### src/rtl/pulse_gen_mc.sv
// Multi-channel programmable pulse generator: each channel runs continuous,
// burst or one-shot pulse trains timed by a shared tick prescaler.
module pulse_gen_mc #(
    parameter int CHANNELS = 4,
    parameter int CNT_W    = 16,
    parameter int BURST_W  = 8,
    parameter int PRESCALE = 100
) (
    input  logic                                        clk,
    input  logic                                        reset,
    input  logic                                        turbosim,
    input  logic                                        cfg_we,
    input  logic [((CHANNELS > 1) ? $clog2(CHANNELS) : 1)-1:0] cfg_ch,
    input  logic [1:0]                                  cfg_sel,
    input  logic [CNT_W-1:0]                            cfg_data,
    input  logic [CHANNELS-1:0]                         start,
    input  logic [CHANNELS-1:0]                         stop,
    output logic [CHANNELS-1:0]                         signal_out,
    output logic [CHANNELS-1:0]                         signal_cycle,
    output logic [CHANNELS-1:0]                         busy,
    output logic [CHANNELS-1:0]                         done
);

    localparam int CH_W = (CHANNELS > 1) ? $clog2(CHANNELS) : 1;
    localparam int PS_W = (PRESCALE > 1) ? $clog2(PRESCALE) : 1;
    localparam logic [PS_W-1:0] PS_LAST = PS_W'(PRESCALE - 1);
    localparam logic [CH_W:0]   CH_LIM  = (CH_W + 1)'(CHANNELS);

    typedef enum logic {IDLE, RUN} state_t;

    // One-shot is a burst of one; a zero burst count also means one.
    function automatic logic [BURST_W-1:0] burst_len(input logic [1:0] mode,
                                                     input logic [BURST_W-1:0] count);
        if (mode == 2'd2 || count == '0)
            return BURST_W'(1);
        return count;
    endfunction

    function automatic logic is_burst(input logic [1:0] mode);
        return (mode == 2'd1) || (mode == 2'd2);
    endfunction

    logic [PS_W-1:0] pre_cnt;
    logic            tick;
    logic            cfg_hit;

    always_ff @(posedge clk) begin
        if (!reset)
            pre_cnt <= '0;
        else if (pre_cnt == PS_LAST)
            pre_cnt <= '0;
        else
            pre_cnt <= pre_cnt + PS_W'(1);
    end

    assign tick    = turbosim | (pre_cnt == PS_LAST);
    assign cfg_hit = cfg_we & ({1'b0, cfg_ch} < CH_LIM);

    for (genvar c = 0; c < CHANNELS; c++) begin : g_ch
        logic [CNT_W-1:0]   period_r, width_r, period_sh, width_sh;
        logic [CNT_W-1:0]   cyc_cnt, cyc_nx;
        logic [BURST_W-1:0] count_r, rem, rem_nx;
        logic [1:0]         mode_r, mode_sh;
        state_t             state, state_nx;
        logic               load_sh, out_nx, strobe_nx, done_nx, wr;
        logic               out_q, cyc_q, busy_q, done_q;

        assign wr = cfg_hit & (cfg_ch == CH_W'(c));

        always_comb begin
            state_nx  = state;
            cyc_nx    = cyc_cnt;
            rem_nx    = rem;
            load_sh   = 1'b0;
            out_nx    = 1'b0;
            strobe_nx = 1'b0;
            done_nx   = 1'b0;
            case (state)
                IDLE: begin
                    if (start[c] && !stop[c] && period_r != '0) begin
                        state_nx  = RUN;
                        cyc_nx    = '0;
                        load_sh   = 1'b1;
                        rem_nx    = burst_len(mode_r, count_r);
                        strobe_nx = 1'b1;
                        out_nx    = (width_r != '0);
                    end
                end
                RUN: begin
                    if (stop[c]) begin
                        state_nx = IDLE;
                    end else if (tick && cyc_cnt == period_sh - CNT_W'(1)) begin
                        if (is_burst(mode_sh) && rem <= BURST_W'(1)) begin
                            state_nx = IDLE;
                            done_nx  = 1'b1;
                        end else begin
                            // New period: shadows pick up any config written meanwhile.
                            cyc_nx  = '0;
                            load_sh = 1'b1;
                            if (is_burst(mode_sh))
                                rem_nx = rem - BURST_W'(1);
                            if (period_r == '0) begin
                                state_nx = IDLE;
                            end else begin
                                strobe_nx = 1'b1;
                                out_nx    = (width_r != '0);
                            end
                        end
                    end else begin
                        if (tick)
                            cyc_nx = cyc_cnt + CNT_W'(1);
                        out_nx = (cyc_nx < width_sh);
                    end
                end
                default: state_nx = IDLE;
            endcase
        end

        always_ff @(posedge clk) begin
            if (!reset) begin
                state    <= IDLE;
                period_r <= '0;
                width_r  <= '0;
                count_r  <= BURST_W'(1);
                mode_r   <= 2'd0;
                out_q    <= 1'b0;
                cyc_q    <= 1'b0;
                busy_q   <= 1'b0;
                done_q   <= 1'b0;
            end else begin
                state  <= state_nx;
                out_q  <= out_nx;
                cyc_q  <= strobe_nx;
                busy_q <= (state_nx == RUN);
                done_q <= done_nx;
                if (wr) begin
                    case (cfg_sel)
                        2'd0: period_r <= cfg_data;
                        2'd1: width_r  <= cfg_data;
                        2'd2: count_r  <= cfg_data[BURST_W-1:0];
                        2'd3: mode_r   <= cfg_data[1:0];
                    endcase
                end
            end
        end

        // Datapath state is only meaningful in RUN and is seeded on start.
        always_ff @(posedge clk) begin
            cyc_cnt <= cyc_nx;
            rem     <= rem_nx;
            if (load_sh) begin
                period_sh <= period_r;
                width_sh  <= width_r;
                mode_sh   <= mode_r;
            end
        end

        assign signal_out[c]   = out_q;
        assign signal_cycle[c] = cyc_q;
        assign busy[c]         = busy_q;
        assign done[c]         = done_q;
    end

endmodule
### config.mk
export PLATFORM = sky130hd
export DESIGN_NAME = pulse_gen_mc
export DESIGN_NICKNAME = d
export VERILOG_FILES = /design/src/rtl/pulse_gen_mc.sv
export SDC_FILE = /design/constraint.sdc
export NUM_CORES = 1
export LEC_CHECK = 0
export ABC_AREA = 1
export CORE_MARGIN = 5
export CORE_UTILIZATION = 50
export CTS_CLUSTER_DIAMETER = 60
export CTS_CLUSTER_SIZE = 8
export DETAILED_ROUTE_END_ITERATION = 16
export GPL_TIMING_DRIVEN = 1
export PLACE_DENSITY = 0.74
export SYNTH_ARGS = -nofsm -noshare
export SYNTH_HDL_FRONTEND = slang
export SYNTH_SLANG_ARGS = --single-unit
### constraint.sdc
create_clock -name clk -period 8.6 [get_ports clk]
set_clock_uncertainty 0.1 [all_clocks]
set_input_delay 0.86 -clock clk [delete_from_list [all_inputs] [get_ports clk]]
set_output_delay 0.86 -clock clk [all_outputs]
set_load 0.005 [all_outputs]
==> impl_summary.md <==
Clocking
The cell sitting at the root of the clock tree is a sky130_fd_sc_hd__clkbuf_16. The post-CTS setup repair buffer count is 0. Gates resized during post-CTS repair numbered 0. Clock-pin slew was measured on the worst setup and hold paths at 0.05 ns. The clock insertion delay at the later pin of the skew report is 0.60 ns. The maximum buffer depth of the clock tree is 3. The CTS tree is built.

After clock tree synthesis, the flow added hold-fix buffers numbering 0. The H-tree was split into 2 levels. The total clock sinks is 423.

The number of buffers added by the clock tree synthesis step is 60.

Floorplan
Pin placement for this block handled 48 I/O pins. The core region is 43,900 um^2. The number of placement rows is 77. The die boundary height is 220 um. For this configuration, the core starts out at a cell density of 50.3%.

Measured along the x axis, the die boundary spans 220 um. The area enclosed by the die boundary is 48,500 um^2.

GRT
The number of global-route vias before repair is 17,585. The met1 demand-to-capacity share in global routing is 31.0%. The number of antenna violations at the first check in global routing is 0.

The first global-routing pass estimated 89.4 mm of wire. For met2 alone, demand over resource in global routing was 36.2%. The combined global-route utilization of all metal layers is 22.9%.

The overflow left after global routing is 0. The pin count of the biggest net entering global routing is 82. The global routing's busiest layer is met2. Global routing used 4.16% of the available met3 tracks.

Routing
The post-detailed-route count of antenna-violating nets is 0. The per-cell via count in the routed design is 5.34. The initial DRC count is 1,746. Summed over all layers, the routed wires come to 55.8 mm.

The number of vias in the routed layout is 18,253. For this run, design rule violations remaining after detail routing come to 0. The first detailed-routing pass took 6 iterations. In the final routed layout, each cell accounts on average for 16.3 um.

Setup path
The worst setup path is captured at a flop. The startpoint class of the critical path is a flop. The maximum fanout along the worst path is 38.

For flop-to-flop paths, the worst setup slack is 4.68 ns. The required time reported for the critical path endpoint is 8.71 ns. The data arrival time of the critical path is 4.03 ns.

The critical path startpoint is pre_cnt[0]$_SDFF_PP0_. By startpoint and endpoint, the worst setup path is classified as reg2reg. The reg-to-reg startpoint is pre_cnt[0]$_SDFF_PP0_.

Timing
The worst slew slack as a fraction of its limit is 21.7%. Based on the critical path, the design can be clocked at up to 255 MHz. Setup violations remaining at the end of the flow were counted as 0. The hold violation count in the final report is 0. In the final timing run, aggregate negative setup slack is 0 ns. The minimum period implied by the final worst setup slack is 3.92 ns. Setup repair after global routing left no endpoint under its margin. The max-slew violation total from the final report is 0. Of the available clock period, the critical path in the final layout requires 45.5%. At the pin with the least slew margin, the transition time is 1.17 ns.

Place
Port buffering added 47 buffers. The weighted congestion at the end of routability-driven global placement is 0.921. The detailed placement HPWL is 39.8 mm.

Power and ir drop
Summed over all cells, the static leakage comes to 10.8 nW. The portion of total power attributed to combinational logic is 8.9%. In this run the power spent charging and discharging nets is 1.22 mW.

Internal power comes to 3.71 mW. Dividing total power by cell area gives a power density of 199 nW/um^2. VDD sags by at most 0.179 mV. Net switching is 24.8% of the power. The relative contribution of sequential cells to total power is 46.3%. The clock power share is 44.8%. The total power consumption of the routed design is 4.93 mW.

Synthesis
In this run the cell area of the synthesized design comes to 22,100 um^2. After synthesis, the mean cell area works out to 8.06 um^2. Among all flip-flop cells after synthesis, the most frequent one is sky130_fd_sc_hd__edfxtp_1. The number of flops mapped to enable cells by yosys is 232. The gate count after technology mapping is 2,739. The sequential element share of the synthesized area is 48.9%. The post-synthesis cell type count is 47. The number of nets in the synthesized netlist is 2,848. The fraction of registers with async set/reset is 0%. The number of synthesized register bits is 423.

The synthesis warning total is 0.

Run status
The run finished with clean final reports.

Job
The max-capacitance violation count is 0.

Final layout
The most common library cell in the layout ignoring fill and taps is sky130_fd_sc_hd__nor2_1. In the final design database the tool counted 2,884 nets. The share of post-route cells with drive strength above 1 is 4.99%. The library cells used most frequently in the layout, excluding fill and tap cells, are sky130_fd_sc_hd__nor2_1, sky130_fd_sc_hd__nand2_1, sky130_fd_sc_hd__inv_1. The area added between synthesis and finish is 12.1%.

Min path
The worst hold path begins at g_ch[0].period_r[5]$_SDFFE_PN0P_. The classification of the worst-slack hold path is reg2reg.
worst max-delay path: stages, from the launching register on:
cell                      delay (ns)
sky130_fd_sc_hd__dfxtp_1        0.38
sky130_fd_sc_hd__ha_1           0.21
sky130_fd_sc_hd__nand2_1        0.06
sky130_fd_sc_hd__inv_1          0.06
sky130_fd_sc_hd__nand3_2        0.16
sky130_fd_sc_hd__nand2_2        0.70
sky130_fd_sc_hd__nand3_1        0.15
sky130_fd_sc_hd__nor2_1         0.13
sky130_fd_sc_hd__nand3_1        0.07
sky130_fd_sc_hd__nor2_1         0.14
sky130_fd_sc_hd__nand2_1        0.13
sky130_fd_sc_hd__nand2_2        0.29
sky130_fd_sc_hd__nor3b_1        0.92
power by group through the flow:
stage	clock network (mW)	logic [mW]	registers, mW
5_1_grt	2.33	0.490	2.29
2_1_floorplan	0	0.308	2.30
3_5_place_dp	0	0.430	2.32
3_3_place_gp	0	0.415	2.32
6_report	2.21	0.438	2.28
4_1_cts	2.24	0.434	2.28
flip-flops by register name (all words and copies together) (netlist names), 7 cells and up:
name	cells
g_ch.width_sh	64
g_ch.cyc_cnt	64
g_ch.count_r	32
g_ch.mode_sh	8
g_ch.width_r	64
g_ch.period_r	64
g_ch.period_sh	64
g_ch.mode_r	8
g_ch.rem	32
pre_cnt	7
area by class of cell:
type,count,area (um^2)
inverter,375,1410
clock inverter,6,87.6
multi-input combinational,1854,9460
timing repair buffer,61,573
clock buffer,105,1690
antenna,1,2.50
tap,592,741
sequential,423,10800
fill,3856,19200
final timing paths:
kind | endpoint | cells past startpoint
max | g_ch[0].rem[5]$_DFFE_PP_ | 12
min | g_ch[0].period_sh[5]$_DFFE_PP_ | 0
max reg2reg | g_ch[0].rem[5]$_DFFE_PP_ | 12
min reg2reg | g_ch[0].period_sh[5]$_DFFE_PP_ | 0
through the flow:
| stage | instance area [um^2] | hold WS [ns] | cells | worst slack (ns) | util, % |
|---|---|---|---|---|---|
| final | 24800 | 0.326 | 3417 | 4.68 | 56.4 |
| after global routing | 24800 | 0.332 | 3416 | 4.40 | 56.3 |
| after CTS | 24800 | 0.325 | 3416 | 4.68 | 56.3 |
| after detailed placement | 23000 | 0.313 | 3305 | 4.17 | 52.3 |
| after global placement | 23000 | 0.315 | 3305 | 4.27 | 52.3 |
| after floorplan | 22100 | 0.308 | 2739 | 4.02 | - |
kinds of logic after synthesis:
group	share of synthesized area, %
compound gates	7.49
buf+inv	8.30
fa+ha+maj	4.36
flops	48.9
xor+xnor	4.56
simple gates	26.4
metal layers:
| metal | wire length [um] | vias up |
|---|---|---|
| li1 | - | 8995 |
| met1 | 23900 | 8462 |
| met2 | 25100 | 654 |
| met3 | 4360 | 142 |
| met4 | 2410 | 0 |
| met5 | 0 | - |
synthesized netlist by cell type (3+ instances only):
cell,instances,share of area (%)
sky130_fd_sc_hd__buf_2,4,0.091
sky130_fd_sc_hd__nand3_2,10,0.45
sky130_fd_sc_hd__nor2_1,528,9.0
sky130_fd_sc_hd__inv_2,4,0.068
sky130_fd_sc_hd__nand3_1,141,3.2
sky130_fd_sc_hd__nand3b_1,14,0.48
sky130_fd_sc_hd__nor3_1,38,0.86
sky130_fd_sc_hd__edfxtp_1,232,32
sky130_fd_sc_hd__or2_2,5,0.14
sky130_fd_sc_hd__ha_1,77,4.4
sky130_fd_sc_hd__xnor2_1,34,1.3
sky130_fd_sc_hd__nand2_1,466,7.9
sky130_fd_sc_hd__and2_1,6,0.17
sky130_fd_sc_hd__nor2_4,7,0.36
sky130_fd_sc_hd__nor2_2,14,0.40
sky130_fd_sc_hd__buf_4,21,0.71
sky130_fd_sc_hd__clkinv_1,3,0.051
sky130_fd_sc_hd__nor4_1,46,1.3
sky130_fd_sc_hd__xor2_1,79,3.1
sky130_fd_sc_hd__and3_1,3,0.085
sky130_fd_sc_hd__a21oi_1,78,1.8
sky130_fd_sc_hd__nand2_2,8,0.23
sky130_fd_sc_hd__o21ai_0,223,5.1
sky130_fd_sc_hd__nand4_1,38,1.1
sky130_fd_sc_hd__inv_1,368,6.3
sky130_fd_sc_hd__a22oi_1,3,0.10
sky130_fd_sc_hd__buf_1,8,0.14
sky130_fd_sc_hd__o31ai_1,4,0.14
sky130_fd_sc_hd__clkbuf_1,52,0.88
sky130_fd_sc_hd__a211oi_1,6,0.20
sky130_fd_sc_hd__dfxtp_1,191,17
sky130_fd_sc_hd__nor3b_1,5,0.17
No activity file was read; power rests on OpenSTA's default activity.
